--- config.mk ---
export PLATFORM = sky130hd
export DESIGN_NAME = mem_stage_sram_ctrl
export DESIGN_NICKNAME = d
export VERILOG_FILES = /design/src/rtl/arm_pkg.sv /design/src/rtl/sram_wait_counter.sv /design/src/rtl/mem_stage_sram_ctrl.sv
export SDC_FILE = /design/constraint.sdc
export NUM_CORES = 1
export LEC_CHECK = 0
export ABC_AREA = 0
export CAP_MARGIN = 15
export CORE_UTILIZATION = 32
export DETAILED_ROUTE_END_ITERATION = 12
export PLACE_DENSITY = 0.82
export SLEW_MARGIN = 20
export SYNTH_ARGS = -nofsm -noshare
export SYNTH_HDL_FRONTEND = slang
export SYNTH_SLANG_ARGS = --single-unit
--- constraint.sdc ---
create_clock -name clk -period 2.1 [get_ports clk]
set_input_delay 0.315 -clock clk [delete_from_list [all_inputs] [get_ports clk]]
set_output_delay 0.315 -clock clk [all_outputs]
set_load 0.02 [all_outputs]
--- src/rtl/arm_pkg.sv ---
// Shared ARM pipeline definitions: MEM-stage SRAM access states and defaults.
package arm_pkg;

   typedef enum logic [1:0] {
      IDLE = 2'd0,
      LO   = 2'd1,
      HI   = 2'd2,
      DONE = 2'd3
   } mem_state_t;

   localparam int unsigned ADDR_BASE_DEF   = 1024;
   localparam int unsigned WAIT_CYCLES_DEF = 3;

endpackage

--- src/rtl/sram_wait_counter.sv ---
// Phase counter for one 16-bit SRAM access: load, count down, flag zero.
module sram_wait_counter #(
   parameter int unsigned WIDTH = 2
) (
   input  logic             clk,
   input  logic             rst,
   input  logic             load,
   input  logic [WIDTH-1:0] load_val,
   input  logic             dec,
   output logic             zero
);

   logic [WIDTH-1:0] cnt;

   always_ff @(posedge clk or posedge rst) begin
      if (rst)
         cnt <= '0;
      else if (load)
         cnt <= load_val;
      else if (dec && !zero)
         cnt <= cnt - 1'b1;
   end

   assign zero = (cnt == '0);

endmodule

--- src/rtl/mem_stage_sram_ctrl.sv ---
// ARM MEM stage: LDR/STR as two half-word accesses to a multi-cycle 16-bit SRAM.
module mem_stage_sram_ctrl
   import arm_pkg::*;
#(
   parameter int unsigned ADDR_BASE   = ADDR_BASE_DEF,
   parameter int unsigned WAIT_CYCLES = WAIT_CYCLES_DEF,
   parameter int unsigned SRAM_AW     = 18
) (
   input  logic               clk,
   input  logic               rst,
   input  logic               wb_en_in,
   input  logic               mem_r_en_in,
   input  logic               mem_w_en_in,
   input  logic [31:0]        alu_res_in,
   input  logic [31:0]        val_rm_in,
   input  logic [3:0]         dst_in,
   output logic               wb_en_out,
   output logic               mem_r_en_out,
   output logic [31:0]        alu_res_out,
   output logic [31:0]        mem_r_val_out,
   output logic [3:0]         dst_out,
   output logic               ready,
   output logic [SRAM_AW-1:0] sram_addr,
   output logic [15:0]        sram_wdata,
   input  logic [15:0]        sram_rdata,
   output logic               sram_we_n
);

   localparam logic [1:0] CNT_INIT = 2'(WAIT_CYCLES - 1);

   mem_state_t  state;
   logic        req;
   logic        is_read;
   logic        cnt_zero;
   logic        cnt_load;
   logic        cnt_dec;
   logic [31:0] word_off;

   assign req     = mem_r_en_in | mem_w_en_in;
   assign is_read = mem_r_en_in & ~mem_w_en_in;

   assign cnt_load = ((state == IDLE) && req) || ((state == LO) && cnt_zero);
   assign cnt_dec  = ((state == LO) || (state == HI)) && !cnt_zero;

   sram_wait_counter #(.WIDTH(2)) u_wait_cnt (
      .clk      (clk),
      .rst      (rst),
      .load     (cnt_load),
      .load_val (CNT_INIT),
      .dec      (cnt_dec),
      .zero     (cnt_zero)
   );

   always_ff @(posedge clk or posedge rst) begin
      if (rst) begin
         state         <= IDLE;
         sram_we_n     <= 1'b1;
         mem_r_val_out <= '0;
      end else begin
         case (state)
            IDLE: if (req) begin
               state     <= LO;
               // Write strobe is registered; asserted on entry, held through HI.
               sram_we_n <= ~mem_w_en_in;
            end
            LO: if (cnt_zero) begin
               state <= HI;
               if (is_read) mem_r_val_out[15:0] <= sram_rdata;
            end
            HI: if (cnt_zero) begin
               state     <= DONE;
               sram_we_n <= 1'b1;
               if (is_read) mem_r_val_out[31:16] <= sram_rdata;
            end
            DONE: state <= IDLE;
            default: begin
               state     <= IDLE;
               sram_we_n <= 1'b1;
            end
         endcase
      end
   end

   assign word_off = (alu_res_in - 32'(ADDR_BASE)) >> 2;

   always_comb begin
      sram_addr  = '0;
      sram_wdata = '0;
      case (state)
         LO: begin
            sram_addr = SRAM_AW'({word_off, 1'b0});
            if (mem_w_en_in) sram_wdata = val_rm_in[15:0];
         end
         HI: begin
            sram_addr = SRAM_AW'({word_off, 1'b1});
            if (mem_w_en_in) sram_wdata = val_rm_in[31:16];
         end
         default: ;
      endcase
   end

   assign ready        = ((state == IDLE) && !req) || (state == DONE);
   assign wb_en_out    = wb_en_in & ready;
   assign mem_r_en_out = mem_r_en_in & ready;
   assign alu_res_out  = alu_res_in;
   assign dst_out      = dst_in;

endmodule
==> results of run 1 <==
[cells by family (layout without fill, tap and decap cells)]
kind of cell	Yosys count	in the layout	synth area share
compound gates	32	32	0.0981
fa+ha+maj	6	6	0.0333
flops	37	37	0.411
simple gates	56	56	0.130
mux	33	33	0.165
xor+xnor	4	4	0.0155
buf+inv	52	204	0.147
[routing by layer]
metal | GRT usage | routed length (µm) | vias to the layer above
met3 | 0.0481 | 482 | 27
met1 | 0.204 | 2620 | 1047
met5 | 0 | 0 | -
li1 | - | - | 1031
met2 | 0.312 | 3460 | 97
met4 | 0.0697 | 205 | 0
[cell type report]
cell class | count | area [µm²]
Clock buffer | 6 | 82.6
Timing Repair Buffer | 187 | 1700
Fill cell | 601 | 2730
Multi-Input combinational cell | 131 | 1160
Inverter | 9 | 33.8
Clock inverter | 2 | 37.5
Tap cell | 96 | 120
Sequential cell | 37 | 927
[state kept, by name, indices dropped and copies added (netlist names)]
| signal | cells |
|---|---|
| sram_we_n | 1 |
| mem_r_val_out | 32 |
| state | 2 |
| u_wait_cnt.cnt | 2 |
[synth_stat cells]
cell type / n
buf_4: 36
nor2_1: 22
or4_1: 3
o31ai_1: 2
or2_2: 1
xnor2_1: 4
nand2_1: 7
o21ai_1: 1
nand2b_1: 4
mux2_2: 33
a21oi_1: 5
o211ai_1: 1
and3b_1: 1
nor2b_1: 1
nor3b_1: 1
o21a_1: 2
nor3_1: 1
dfstp_2: 1
dfrtp_1: 36
and3_1: 1
or4_4: 1
inv_1: 9
o2111ai_1: 1
o32a_1: 1
clkbuf_1: 3
ha_1: 6
or3b_2: 1
or3_2: 2
buf_2: 2
a22oi_1: 16
buf_1: 2
o21ai_0: 3
and2_1: 10
[final timing paths]
kind | depth (start not counted) | end | slack, ps
worst min register to register | 1 | mem_r_val_out[2]$_DFFE_PP0P_ | 510
min in group clk | 1 | mem_r_val_out[2]$_DFFE_PP0P_ | 510
max in group asynchronous | 3 | sram_we_n$_DFFE_PP1P_ | 1320
worst max-delay path | 6 | sram_addr[15] | 30
worst min-delay path | 3 | mem_r_val_out[1]$_DFFE_PP0P_ | 440
worst max register to register | 7 | mem_r_val_out[11]$_DFFE_PP0P_ | 320
[where the power goes]
group | switching, mW | internal (mW) | leakage (nW)
logic | 1.77 | 1.73 | 1.27
clock network | 0.255 | 0.386 | 0.0574
registers | 0.144 | 1.02 | 0.469
total | 2.17 | 3.13 | 1.79
[critical path: stages]
cell and delay [ps]:
buf_2 110, or4_4 560, buf_6 140, or3_4 320
a21oi_2 160, buf_4 160
[what timing repair did]
action	CTS	global route
buffers inserted	1	1
pin swaps	8	6
cloned	0	0
endpoints found under the setup margin	36	33
gates resized for setup	170	29
==> flow_summary.rst, run 1 <==
.. list-table::
   :header-rows: 1

   * - Metric
     - Value
   * - Worst slew margin relative to its limit
     - 0.691
   * - Number of maximum-capacitance violations
     - 0
   * - Commonest cells after routing, fill and taps aside
     - clkdlybuf4s50_1 (114), dfrtp_1 (36), mux2_2 (33)
   * - Fraction of post-synthesis cell area in the top cell type by area
     - 0.399
   * - Initial antenna violation count
     - 0
   * - Fraction of the yosys area taken by sequential cells
     - 0.411
   * - Required time of the critical path
     - 1780 ps
   * - Post-place setup slack
     - -747 ps
   * - Lkg Pwr
     - 1.79 nW
   * - Total number of nets in the final design
     - 466
   * - P per Cell Area
     - 1300 mW/mm²
   * - Half-perimeter wire length of the detailed placement result
     - 5120 µm
   * - Cell taking the most area after synthesis
     - dfrtp_1
   * - Hold_ws
     - 436 ps
   * - Final core area utilization
     - 0.598
   * - Setup repair after global routing missed its margin
     - true
   * - Post-synthesis sequential element count
     - 37
   * - Clock sink count
     - 37
   * - Fmax
     - 482 MHz
   * - Period Utilization, post-route
     - 0.988
   * - Average footprint of a synthesized cell
     - 10.3 µm²
   * - Count of mapped cells out of synthesis
     - 220
   * - Post-layout minimum cycle time
     - 2070 ps
   * - Detailed Route WL
     - 6770 µm
   * - Number of global-route vias before repair
     - 2206
   * - CP arrival
     - 1760 ps
   * - Worst reg2reg startpoint
     - state[0]$_DFFE_PP0P_
   * - Clock transition time at the flip-flop clock pins of the worst setup and hold paths
     - 80 ps
   * - Standard cell core area
     - 0.00679 mm²
   * - Count of yosys warnings during synthesis
     - 0
   * - Proportion of layout cells with a drive suffix above 1
     - 0.401
   * - Root buffer cell
     - clkbuf_8
   * - CTS H-Tree Depth
     - 2
   * - Final setup skew
     - 8.01 ps
   * - Largest fanout on the critical path
     - 4
   * - Buffer depth of the longest clock path
     - 2
   * - Category of the critical setup timing path
     - primary input to output port
   * - Placed cell area
     - 0.00391 mm²
   * - Final total power
     - 5.30 mW
   * - Leading cell type in the layout, fill and taps excluded
     - clkdlybuf4s50_1
   * - Worst setup SP type
     - primary input
   * - Wire length of the first global-routing pass
     - 10500 µm
   * - Number of placement rows
     - 30
   * - Vertical die dimension
     - 86.0 µm
   * - Setup TNS
     - 0 ps
   * - Initial core utilization
     - 0.332
   * - All-Layer GR Usage
     - 0.177
   * - First element of the critical path
     - alu_res_in[12]
   * - Post-Synthesis Net Count
     - 315
   * - DR vias/cell
     - 4.71
   * - Final count of hold timing violations
     - 0
   * - I/O pin total
     - 195
   * - # DRC
     - 0
   * - Routed wire length per instance
     - 14.5 µm
   * - Count of buffers from port buffering
     - 156
   * - Number of cells after detailed placement
     - 458
   * - Total number of vias
     - 2202
   * - First-pass DRT Iterations
     - 4
   * - Non-Filler Cell Area, Final
     - 0.00407 mm²
   * - Top area cells in the synthesized netlist
     - dfrtp_1 (40%), mux2_2 (16%), buf_4 (12%)
   * - Highest ir drop seen on vdd
     - 0.746 mV
   * - Kind of path behind the tightest hold check
     - primary input to asynchronous set/reset pin
   * - Number of design-rule violations left by the first detailed-router iteration
     - 42
   * - Number of distinct standard cells referenced by the synthesized netlist
     - 33
   * - Final setup margin
     - 25.2 ps
   * - Final global-route overflow total
     - 0
   * - Final Max Tran Viols
     - 0
   * - Antenna-violating nets left
     - 0
   * - Category of the worst setup path capture point
     - output port
   * - Run status
     - finished clean
   * - Synth Cell Area
     - 0.00226 mm²
   * - Die X
     - 86.0 µm
   * - Area growth syn-to-layout
     - 80.1%
   * - # setup viols final
     - 0
   * - Actual slew at the worst max-slew pin
     - 463 ps
   * - Final estimated routing congestion in global placement
     - 0.776
   * - Clock latency at the later pin of the worst-skew pair
     - 290 ps
   * - TritonCTS clock tree
     - built
   * - Number of buffers created by CTS
     - 5
   * - Antenna diode instance count
     - 0
   * - Hold Buf Count CTS
     - 0
   * - Maximum number of pins on one net before global-route repair
     - 38
   * - Layout Cells excl Fill
     - 468
   * - Floorplan die area
     - 0.00739 mm²
Power figures use the tool's default switching activity.
==> run 2, diff against run 1 <==
Settings changed: CORE_MARGIN set to 5.
==> flow_summary.rst, run 2 (synthesis results as in run 1) <==
.. list-table::
   :header-rows: 1

   * - Metric
     - Value
   * - Number of maximum-capacitance violations
     - 0
   * - Clock sink count
     - 37
   * - Fmax
     - 474 MHz
   * - Number of global-route vias before repair
     - 2307
   * - Switching share of power
     - 0.419
   * - All-Layer GR Usage
     - 0.162
   * - Actual slew at the worst max-slew pin
     - 461 ps
   * - Antenna-violating nets left
     - 0
   * - Routed wire length per instance
     - 16.2 µm
   * - Max reg flops
     - 32
   * - Register with the most flip-flops
     - mem_r_val_out
   * - Leading cell type in the layout, fill and taps excluded
     - clkdlybuf4s50_1
   * - Clock latency at the later pin of the worst-skew pair
     - 280 ps
   * - Antenna diode instance count
     - 0
   * - Standard cell core area
     - 0.00683 mm²
   * - P per Cell Area
     - 1280 mW/mm²
   * - Worst setup SP type
     - primary input
   * - Run status
     - finished with violations
   * - Layout Cells excl Fill
     - 464
   * - Buffer depth of the longest clock path
     - 2
   * - Final count of hold timing violations
     - 0
   * - Internal power component
     - 2.98 mW
   * - First-pass DRT Iterations
     - 4
   * - Period Utilization, post-route
     - 1.00
   * - Setup TNS
     - -8.78 ps
   * - Post-layout minimum cycle time
     - 2110 ps
   * - Initial core utilization
     - 0.330
   * - Switching power
     - 2.15 mW
   * - Vertical die dimension
     - 94.0 µm
   * - Final estimated routing congestion in global placement
     - 0.819
   * - Comb pwr share
     - 0.675
   * - Highest ir drop seen on vdd
     - 0.753 mV
   * - Area growth syn-to-layout
     - 77.5%
   * - Post-place setup slack
     - -791 ps
   * - I/O pin total
     - 195
   * - Number of buffers created by CTS
     - 5
   * - Number of design-rule violations left by the first detailed-router iteration
     - 42
   * - Worst slew margin relative to its limit
     - 0.693
   * - Category of the critical setup timing path
     - primary input to output port
   * - Die X
     - 94.0 µm
   * - Clock transition time at the flip-flop clock pins of the worst setup and hold paths
     - 70 ps
   * - # setup viols final
     - 1
   * - CP arrival
     - 1790 ps
   * - DR vias/cell
     - 4.66
   * - Root buffer cell
     - clkbuf_8
   * - Top Registers
     - mem_r_val_out x32, state x2, u_wait_cnt.cnt x2
   * - Floorplan die area
     - 0.00883 mm²
   * - Largest fanout on the critical path
     - 4
   * - Half-perimeter wire length of the detailed placement result
     - 5930 µm
   * - Wire length of the first global-routing pass
     - 11500 µm
   * - Total number of vias
     - 2163
   * - Power share of the clock group
     - 0.095
   * - Final setup margin
     - -8.78 ps
   * - Maximum number of pins on one net before global-route repair
     - 38
   * - Number of cells after detailed placement
     - 457
   * - Proportion of layout cells with a drive suffix above 1
     - 0.402
   * - Final Max Tran Viols
     - 0
   * - Final total power
     - 5.13 mW
   * - Final setup skew
     - 5.58 ps
   * - Post-CTS Repair Setup Buffers
     - 0
   * - Setup repair after global routing missed its margin
     - true
   * - Detailed Route WL
     - 7520 µm
   * - CTS H-Tree Depth
     - 2
   * - Required time of the critical path
     - 1780 ps
   * - Total number of nets in the final design
     - 463
   * - Kind of path behind the tightest hold check
     - primary input to asynchronous set/reset pin
   * - Violations in the final reports
     - setup timing
   * - Initial antenna violation count
     - 0
   * - Fraction of power consumed by sequential logic
     - 0.230
   * - TritonCTS clock tree
     - built
   * - Count of buffers from port buffering
     - 156
   * - Category of the worst setup path capture point
     - output port
   * - Lkg Pwr
     - 1.77 nW
   * - # DRC
     - 0
   * - Final global-route overflow total
     - 0
   * - Commonest cells after routing, fill and taps aside
     - clkdlybuf4s50_1 (114), dfrtp_1 (36), mux2_2 (33)
   * - Number of placement rows
     - 30
==> run 2: timing repair <==
action / in CTS / in global routing
setup endpoints to repair: 36 / 31
resized for setup: 161 / 31
hold buffers: 0 / 0
pin swaps: 5 / 3
==> run 2: worst paths after layout <==
path | from | end | slack (ps) | depth (start not counted)
worst max-delay path | alu_res_in[13] | sram_addr[14] | -9 | 6
worst min-delay path | rst | mem_r_val_out[28]$_DFFE_PP0P_ | 460 | 3
worst max register to register | state[0]$_DFFE_PP0P_ | mem_r_val_out[15]$_DFFE_PP0P_ | 290 | 7
worst min register to register | mem_r_val_out[24]$_DFFE_PP0P_ | mem_r_val_out[24]$_DFFE_PP0P_ | 500 | 1
max in group asynchronous | rst | sram_we_n$_DFFE_PP1P_ | 1300 | 3
min in group clk | mem_r_val_out[24]$_DFFE_PP0P_ | mem_r_val_out[24]$_DFFE_PP0P_ | 500 | 1
==> run 2: layout make-up <==
cell class | count | area, µm²
multi-input cells | 131 | 1180
repair buffers | 184 | 1660
inverters | 9 | 33.8
fillers | 607 | 2820
clock buffers | 7 | 86.3
well taps | 96 | 120
flip-flops and latches | 37 | 927
==> run 2: layer usage <==
metal  GRT usage  part of all wire  wire [µm]
met1       0.181              0.37       2790
met2       0.296              0.53       4000
met4      0.0337            0.0064         48
met5           0                 0          0
met3      0.0577             0.091        683
==> run 2: power by group through the flow <==
stage | Combinational [mW] | Sequential [mW] | Clock, mW
floorplan | 1.48 | 1.50 | 0
global route | 3.70 | 1.22 | 0.548
CTS | 3.37 | 1.18 | 0.513
finish | 3.46 | 1.18 | 0.486
global placement | 3.35 | 1.17 | 0
detailed placement | 3.41 | 1.19 | 0
==> run 2: metrics by stage <==
step	utilization	hold slack, ps	cell area [µm²]
after floorplan	-	466	2280
after global placement	0.571	486	3900
after detailed placement	0.571	493	3900
after CTS	0.577	469	3940
after global routing	0.587	502	4010
final	0.587	457	4010
==> run 2: critical path: stages <==
cell             delay [ps]
clkdlybuf4s15_1         200
buf_4                   170
or3_2                   480
or4_1                   410
nand2_1                  80
buf_4                   130
